===== src/rtl/noc_rr_sched.sv =====
// noc_rr_sched -- round-robin scheduler for the root link of the NoC tree.
//
// Each of N = 2**log_n_req requesters owns a one-flit holding register.
// Occupied registers whose destination still has credit compete for the single
// registered output slot. A rotating pointer gives each requester a fair turn.
// Per-destination credit counters stop any adder from holding more than
// max_credit unreturned flits.
//
// Flit layout (W = bit_width + log_n_add + ctrl_bit):
//   {ctrl[W-1 -: ctrl_bit], addr[bit_width +: log_n_add], data[bit_width-1:0]}
//   The flit is valid when bit W-1 is set.
//
// Ports:
//   clk           rising-edge clock
//   rst           asynchronous active-low reset
//   in            N requester flits, requester i at [i*W +: W]
//   stall         per requester: holding register occupied, requester must hold its flit
//   out           registered flit to the root dispatcher
//   out_ready     downstream accepts out when out is valid and out_ready is high
//   credit_ret    per destination: one-cycle pulse that returns one credit
//   credit_empty  per destination: credit counter is zero (registered)
//   credit_err    sticky: a credit came back to a counter already at max_credit
module noc_rr_sched #(
  parameter int bit_width  = 16,
  parameter int log_n_req  = 3,
  parameter int log_n_add  = 3,
  parameter int ctrl_bit   = 1,
  parameter int max_credit = 4,
  parameter int log_credit = 3
) (
  input  logic                                                        clk,
  input  logic                                                        rst,
  input  logic [(bit_width+log_n_add+ctrl_bit)*(2**log_n_req)-1:0]    in,
  output logic [2**log_n_req-1:0]                                     stall,
  output logic [bit_width+log_n_add+ctrl_bit-1:0]                     out,
  input  logic                                                        out_ready,
  input  logic [2**log_n_add-1:0]                                     credit_ret,
  output logic [2**log_n_add-1:0]                                     credit_empty,
  output logic                                                        credit_err
);

  localparam int W = bit_width + log_n_add + ctrl_bit;
  localparam int N = 2 ** log_n_req;
  localparam int D = 2 ** log_n_add;

  typedef logic [W-1:0]          flit_t;
  typedef logic [log_n_req-1:0]  idx_t;
  typedef logic [log_n_add-1:0]  addr_t;
  typedef logic [log_credit-1:0] cnt_t;

  function automatic logic flit_valid(flit_t f);
    return f[W-1];
  endfunction

  function automatic addr_t flit_addr(flit_t f);
    return f[bit_width +: log_n_add];
  endfunction

  // State
  flit_t          hold_q [N];
  logic [N-1:0]   occ_q;
  flit_t          out_q;
  idx_t           ptr_q;
  cnt_t           cnt_q [D];
  logic [D-1:0]   empty_q;
  logic           err_q;

  // Arbitration / credit next-state
  logic           slot_free;
  logic [N-1:0]   eligible;
  logic           found;
  idx_t           win;
  idx_t           idx;
  logic           grant;
  addr_t          win_addr;
  cnt_t           cnt_d [D];
  logic [D-1:0]   empty_d;
  logic           err_d;
  logic           hit;

  // Search ptr, ptr+1, ... wrapping modulo N; N is a power of two, so the
  // natural overflow of idx_t performs the wrap.
  always_comb begin
    // NOTE: every variable gets a default before any conditional assignment,
    // so no path leaves a value unassigned and no latch is inferred.
    slot_free = !flit_valid(out_q) || out_ready;
    found     = 1'b0;
    win       = ptr_q;
    idx       = ptr_q;
    eligible  = '0;
    for (int i = 0; i < N; i++) begin
      eligible[i] = occ_q[i] && (cnt_q[flit_addr(hold_q[i])] != '0);
    end
    for (int k = 0; k < N; k++) begin
      idx = ptr_q + idx_t'(k);
      if (!found && eligible[idx]) begin
        found = 1'b1;
        win   = idx;
      end
    end
    grant    = slot_free && found;
    win_addr = flit_addr(hold_q[win]);
  end

  // Credit arithmetic: next = cnt - grant_hit + ret. A return at a full counter
  // is dropped and flagged instead of wrapping.
  always_comb begin
    err_d   = err_q;
    empty_d = '0;
    hit     = 1'b0;
    for (int d = 0; d < D; d++) begin
      cnt_d[d] = cnt_q[d];
      hit      = grant && (win_addr == addr_t'(d));
      if (hit && !credit_ret[d]) begin
        cnt_d[d] = cnt_q[d] - cnt_t'(1);
      end else if (!hit && credit_ret[d]) begin
        if (cnt_q[d] == cnt_t'(max_credit)) begin
          err_d = 1'b1;
        end else begin
          cnt_d[d] = cnt_q[d] + cnt_t'(1);
        end
      end
      empty_d[d] = (cnt_d[d] == '0);
    end
  end

  // NOTE: sequential state uses non-blocking assignments so every register
  // samples the pre-edge values regardless of statement order.
  always_ff @(posedge clk or negedge rst) begin
    if (!rst) begin
      occ_q   <= '0;
      out_q   <= '0;
      ptr_q   <= '0;
      empty_q <= '0;
      err_q   <= 1'b0;
      for (int d = 0; d < D; d++) begin
        cnt_q[d] <= cnt_t'(max_credit);
      end
    end else begin
      for (int i = 0; i < N; i++) begin
        if (grant && (win == idx_t'(i))) begin
          occ_q[i] <= 1'b0;
        end else if (!occ_q[i] && flit_valid(in[i*W +: W])) begin
          occ_q[i] <= 1'b1;
        end
      end
      if (grant) begin
        out_q <= hold_q[win];
        ptr_q <= win + idx_t'(1);
      end else if (slot_free) begin
        out_q <= '0;
      end
      cnt_q   <= cnt_d;
      empty_q <= empty_d;
      err_q   <= err_d;
    end
  end

  // NOTE: the holding-register payload has no reset; occ_q qualifies it, and
  // a register is only ever read after a capture has set its occupied flag.
  always_ff @(posedge clk) begin
    for (int i = 0; i < N; i++) begin
      if (!occ_q[i] && flit_valid(in[i*W +: W])) begin
        hold_q[i] <= in[i*W +: W];
      end
    end
  end

  assign stall        = occ_q;
  assign out          = out_q;
  assign credit_empty = empty_q;
  assign credit_err   = err_q;

endmodule


===== config.mk =====
export PLATFORM = sky130hd
export DESIGN_NAME = noc_rr_sched
export DESIGN_NICKNAME = d
export VERILOG_FILES = /design/src/rtl/noc_rr_sched.sv
export SDC_FILE = /design/constraint.sdc
export NUM_CORES = 1
export LEC_CHECK = 0
export BUFFER_PORTS_ARGS = -buffer_cell sky130_fd_sc_hd__clkbuf_2
export CAP_MARGIN = 10
export CORE_MARGIN = 2
export CORE_UTILIZATION = 42
export CTS_CLUSTER_DIAMETER = 100
export CTS_CLUSTER_SIZE = 14
export DETAILED_ROUTE_END_ITERATION = 6
export GPL_TIMING_DRIVEN = 0
export PLACE_DENSITY = 0.66
export SYNTH_ARGS = -nofsm -noshare
export SYNTH_HDL_FRONTEND = slang
export SYNTH_SLANG_ARGS = --single-unit

===== constraint.sdc =====
create_clock -name clk -period 6.8 [get_ports clk]
set_clock_uncertainty 0.2 [all_clocks]
set_input_delay 0.34 -clock clk [delete_from_list [all_inputs] [get_ports clk]]
set_output_delay 0.34 -clock clk [all_outputs]
set_load 0.02 [all_outputs]

==> flow_summary.toml, run 1 <==
[synthesis]
synthTopCellsByArea = "edfxtp_1 40%, dfrtp_1 12%, mux4_2 7.1%"
synth-seq-cells = 224
syn-num-nets = 1161
yosysTopAreaCellShare = 0.401
yosysWarnings = 0
yosysTopAreaCell = "edfxtp_1"
synth_area_sq_um = 12000
syn_area_per_cell_sq_um = 12.5
seq_area_frac_synth = 0.535
syn_inst = 958
synth_top_flop_cell = "edfxtp_1"
synthArstFlopShare = 0.286
ys_types = 89
synth-edff-count = 160

[critical_path]
crit_type = "flip-flop to flip-flop"
required_ns = 7.03
critPathCaptureType = "flip-flop"
r2r_slack_ns = 0.22
r2r-end = "credit_empty[4]"
crit_buf_inv = 3
worstSetupStartpointType = "flip-flop"
cp_slowest_cell = "dfstp_2"
crit-reg2reg-launch = "cnt_q[20]"
crit_chain = "clkbuf_1, nor3_1, or3b_2, a31oi_1, o21ai_1, o21ai_2, nor3_1, a211oi_1, a211o_1, clkbuf_1, a22oi_1, a311oi_1, mux2i_1, mux2_4, or4_1, buf_2, a21boi_4, a2111o_1, a31oi_1"
reg2regPathDepth = 19
cp.arrival_ns = 6.80
crit_fanout = 10
slowest_delay_ns = 0.51
crit_family = "compound AO/OA/AOI/OAI gates"

[sta]
whs_ns = 0.0236
slew_headroom = 0.423
fmax_mhz = 152
drv_slew = 0
tightest_slew_ns = 0.864
rsz0062_at_grt = "false"
hold_viol_final = 0
fin_crit_ns = 6.58
setup_violations = 0
min_period_over_period = 0.967

[detailed_routing]
wire_per_inst_um = 22.1
drcViolationCount = 0
num_vias = 10100
first_pass_iters = 6
drtIter0Drc = 1007
ant_nets = 0
routed_wl_mm = 38.6
viasPerCell = 5.77

[layout]
layout_common_cells = "208 x clkbuf_2, 161 x dlygate4sd3_1, 160 x edfxtp_1"
nets = 1557
instances_no_fill = 1747
layout_commonest_cell = "clkbuf_2"
drive_gt1_frac = 0.260
areaGrowthSynthToFinish_pct = 32.9
final_util = 0.571

[global_route]
grt.overflow.total = 0
grt_pass1_vias = 10400
antenna_found_initial = 2
grt_usage = 0.252
grt_pass1_wl_mm = 59.3
grt_max_degree = 37

[cts]
clk_pin_slew_ns = 0.07
cts-root-buf = "clkbuf_16"
max-clock-path-buffers = 3
htree_levels = 1
cts_tree = "built"
insertion_delay_ns = 0.51
cts.sinks = 224
numCtsBuffers = 19

[min_path]
hp-class = "input port to flip-flop"
min_path_cells = 2
hold-path-endpoint = "cnt_q[13]"
min_from = "credit_ret[3]"

[place]
place_inst = 1547
port_buffers = 203
hpwl_mm = 26.4
gp_congestion = 0.967

[floorplanning]
die_w_um = 173
rows = 61
io_pins = 208
start_util = 0.429
dieHeight_um = 173
core_sq_um = 27900
die_area_sq_um = 29900

[run_status]
status = "finished, final reports clean"

[flow_run]
max-cap-violations = 0
==> worst reg2reg max path: stages (launching register included) <==
cell and delay, ns:
dfstp_2 0.51, clkbuf_1 0.40, nor3_1 0.24, or3b_2 0.49, a31oi_1 0.31, o21ai_1 0.20, o21ai_2 0.32, nor3_1 0.11
a211oi_1 0.51, a211o_1 0.23, clkbuf_1 0.40, a22oi_1 0.18, a311oi_1 0.37, mux2i_1 0.20, mux2_4 0.35, or4_1 0.51
buf_2 0.20, a21boi_4 0.16, a2111o_1 0.41, a31oi_1 0.20
==> metal layers <==
| layer | global-route usage | vias to the layer above | part of all wire | wire [um] |
|---|---|---|---|---|
| li1 | - | 4570 | - | - |
| met1 | 0.305 | 4938 | 0.39 | 15000 |
| met5 | 0 | - | 0 | 0 |
| met3 | 0.0455 | 86 | 0.078 | 3000 |
| met2 | 0.448 | 486 | 0.50 | 19200 |
| met4 | 0.0975 | 0 | 0.038 | 1460 |
==> state kept, by name, summed over array words and instances, names as in the netlist <==
| register | cells |
|---|---|
| cnt_q | 24 |
| hold_q | 160 |
| credit_err | 1 |
| out | 20 |
| credit_empty | 8 |
| stall | 8 |
| ptr_q | 3 |
==> final cells by class <==
class / instances / area, sq um
clock buffers: 33 / 528
multi-input cells: 643 / 5320
clock inverters: 1 / 8.76
plain buffers: 56 / 250
diodes: 2 / 5.00
inverters: 34 / 128
flip-flops and latches: 224 / 6420
fillers: 2293 / 12000
well taps: 378 / 473
repair buffers: 376 / 2810
==> metrics by stage <==
stage	area (sq um)	setup slack [ns]	setup TNS, ns
floorplan	12000	0.786	0
global placement	13500	-1.04	-32.68
detailed placement	13700	-0.787	-23.52
CTS	15900	0.0508	0
global route	15900	0.0164	0
finish	15900	0.224	0
==> logic make-up (layout without fill, tap and decap cells) <==
group | after synthesis | count (layout) | synth area share
flip-flops | 224 | 224 | 0.535
AND/OR/NAND/NOR | 281 | 281 | 0.127
XOR/XNOR | 14 | 14 | 0.0102
other | 0 | 2 | 0
adder cells (fa/ha/maj) | 33 | 33 | 0.0342
AO/OA/AOI/OAI | 206 | 206 | 0.129
multiplexers | 109 | 109 | 0.133
buffers and inverters | 91 | 500 | 0.0311
==> synthesized netlist by cell type (16+ instances only) <==
cell	number
inv_1	32
nand3_1	18
nor4_1	16
nand2_1	100
o21ai_0	37
a21oi_1	24
mux4_2	38
mux2i_1	55
a211oi_1	18
nor2_1	33
dfrtp_1	56
clkbuf_1	37
edfxtp_1	160
nor3_1	23
ha_1	32
==> what timing repair did <==
item                       CTS  global route
buffers inserted             3             1
gates resized for setup     10            16
pin swaps                    1             1
hold endpoints to repair   196             0
setup endpoints to repair   60            58
hold buffers               161             0
==> worst max-delay path by stage <==
stage,startpoint,to,cells past startpoint
detailed placement,ptr_q[0],credit_err,22
global route,cnt_q[23],credit_empty[4],20
global placement,ptr_q[0],out[19],19
floorplan,ptr_q[0],credit_err,22
finish,cnt_q[20],credit_empty[4],19
CTS,ptr_q[0],credit_empty[4],21
Power of run 1 is not shown: default switching activity piles up to over one toggle a cycle in this logic, so the estimate is an artifact.
==> run 2, diff against run 1 <==
--- a/config.mk
+++ b/config.mk
@@ -13,6 +13,7 @@
 export CTS_CLUSTER_SIZE = 14
 export DETAILED_ROUTE_END_ITERATION = 6
 export GPL_TIMING_DRIVEN = 0
+export HOLD_SLACK_MARGIN = 0.06
 export PLACE_DENSITY = 0.66
 export SYNTH_ARGS = -nofsm -noshare
 export SYNTH_HDL_FRONTEND = slang
==> flow_summary.toml, run 2 (synthesis gave the netlist of run 1 again) <==
[layout]
largest_reg_flops = 160
layout_common_cells = "208 x clkbuf_2, 168 x dlygate4sd3_1, 160 x edfxtp_1"
layout_commonest_cell = "clkbuf_2"
areaGrowthSynthToFinish_pct = 33.5
nets = 1564
drive_gt1_frac = 0.259
top_register = "hold_q"

[cts]
insertion_delay_ns = 0.51
clk_pin_slew_ns = 0.07
numCtsBuffers = 19
cts-root-buf = "clkbuf_16"
cts.sinks = 224
htree_levels = 1
max-clock-path-buffers = 3
cts_tree = "built"

[sta]
setup_violations = 0
drv_slew = 0
fin_setup_tns_ns = 0
tightest_slew_ns = 0.902
hold_viol_final = 0
fmax_mhz = 153
rsz0062_at_grt = "false"
fin_crit_ns = 6.53
slew_headroom = 0.394
min_period_over_period = 0.961

[critical_path]
worstSetupStartpointType = "flip-flop"
crit_fanout = 10
crit_type = "flip-flop to flip-flop"
required_ns = 7.02
critPathCaptureType = "flip-flop"
r2r_slack_ns = 0.27
cp.arrival_ns = 6.76

[place]
gp_congestion = 0.967
hpwl_mm = 26.4
port_buffers = 203

[detailed_routing]
wire_per_inst_um = 22.0
ant_nets = 0
drtIter0Drc = 975
drcViolationCount = 0
routed_wl_mm = 38.6
num_vias = 10100
viasPerCell = 5.78
first_pass_iters = 6

[run_status]
status = "finished, final reports clean"

[global_route]
grt.overflow.total = 0
grt_pass1_vias = 10400
antenna_found_initial = 2
grt_pass1_wl_mm = 59.4
grt_max_degree = 37
grt_usage = 0.253

[flow_run]
max-cap-violations = 0

[floorplanning]
rows = 61
io_pins = 208
die_w_um = 173
dieHeight_um = 173
core_sq_um = 27900
die_area_sq_um = 29900
start_util = 0.429

[min_path]
hp-class = "input port to flip-flop"
==> run 2: worst max-delay path, stage by stage, from the launching register on <==
cell and delay [ns]:
dfstp_2 0.51, clkbuf_1 0.35, nor3_4 0.14, a2111oi_0 0.57, nor4_2 0.16, buf_4 0.18, a22o_1 0.21, a211oi_1 0.40
a221o_1 0.32, nand2b_1 0.21, a211o_1 0.20, clkbuf_1 0.40, a22oi_1 0.18, a311oi_1 0.37, mux2i_1 0.20, mux2_4 0.35
or4_1 0.51, buf_2 0.20, a21boi_4 0.16, a2111o_1 0.41, a31oi_1 0.20
==> run 2: layer usage <==
metal / GRT usage / routed length (um) / vias up
met4: 0.0975 / 1450 / 0
met5: 0 / 0 / -
li1: - / - / 4587
met1: 0.305 / 14800 / 4930
met2: 0.449 / 19300 / 531
met3: 0.0451 / 3020 / 83
==> run 2: per-stage QoR <==
stage / setup WS [ns] / hold WS [ns] / utilization / instance area (sq um) / std cells
CTS: 0.0508 / 0.109 / 0.571 / 15900 / 1751
global placement: -1.04 / 0.263 / 0.483 / 13500 / 1539
floorplan: 0.786 / -0.156 / - / 12000 / 958
global route: 0.0164 / 0.166 / 0.573 / 16000 / 1754
finish: 0.265 / 0.125 / 0.573 / 16000 / 1754
detailed placement: -0.787 / 0.152 / 0.489 / 13700 / 1547
==> run 2: area by class of cell <==
class,count,area [sq um]
Inverter,34,128
Sequential cell,224,6420
Timing Repair Buffer,383,2880
Antenna cell,2,5.00
Tap cell,378,473
Fill cell,2288,11900
Buffer,56,250
Clock inverter,1,8.76
Multi-Input combinational cell,643,5320
Clock buffer,33,528
==> run 2: what timing repair did <==
item                                   4_1_cts  5_1_grt
gates cloned                                 0        0
hold buffers                               168        0
gates resized for setup                     10       16
pin swaps                                    1        1
setup buffers                                3        1
setup endpoints to repair                   60       58
endpoints found under the hold margin      236        0
==> run 2: final timing paths <==
path	start	to	cells after the start
worst max-delay path	cnt_q[23]	credit_empty[4]	20
worst min-delay path	credit_ret[5]	cnt_q[6]	3
worst max register to register	cnt_q[23]	credit_empty[4]	20
worst min register to register	credit_err	credit_err	1
max in group asynchronous	rst	cnt_q[17]	3
min in group asynchronous	rst	cnt_q[9]	2
Power of run 2 is left out for the same reason.
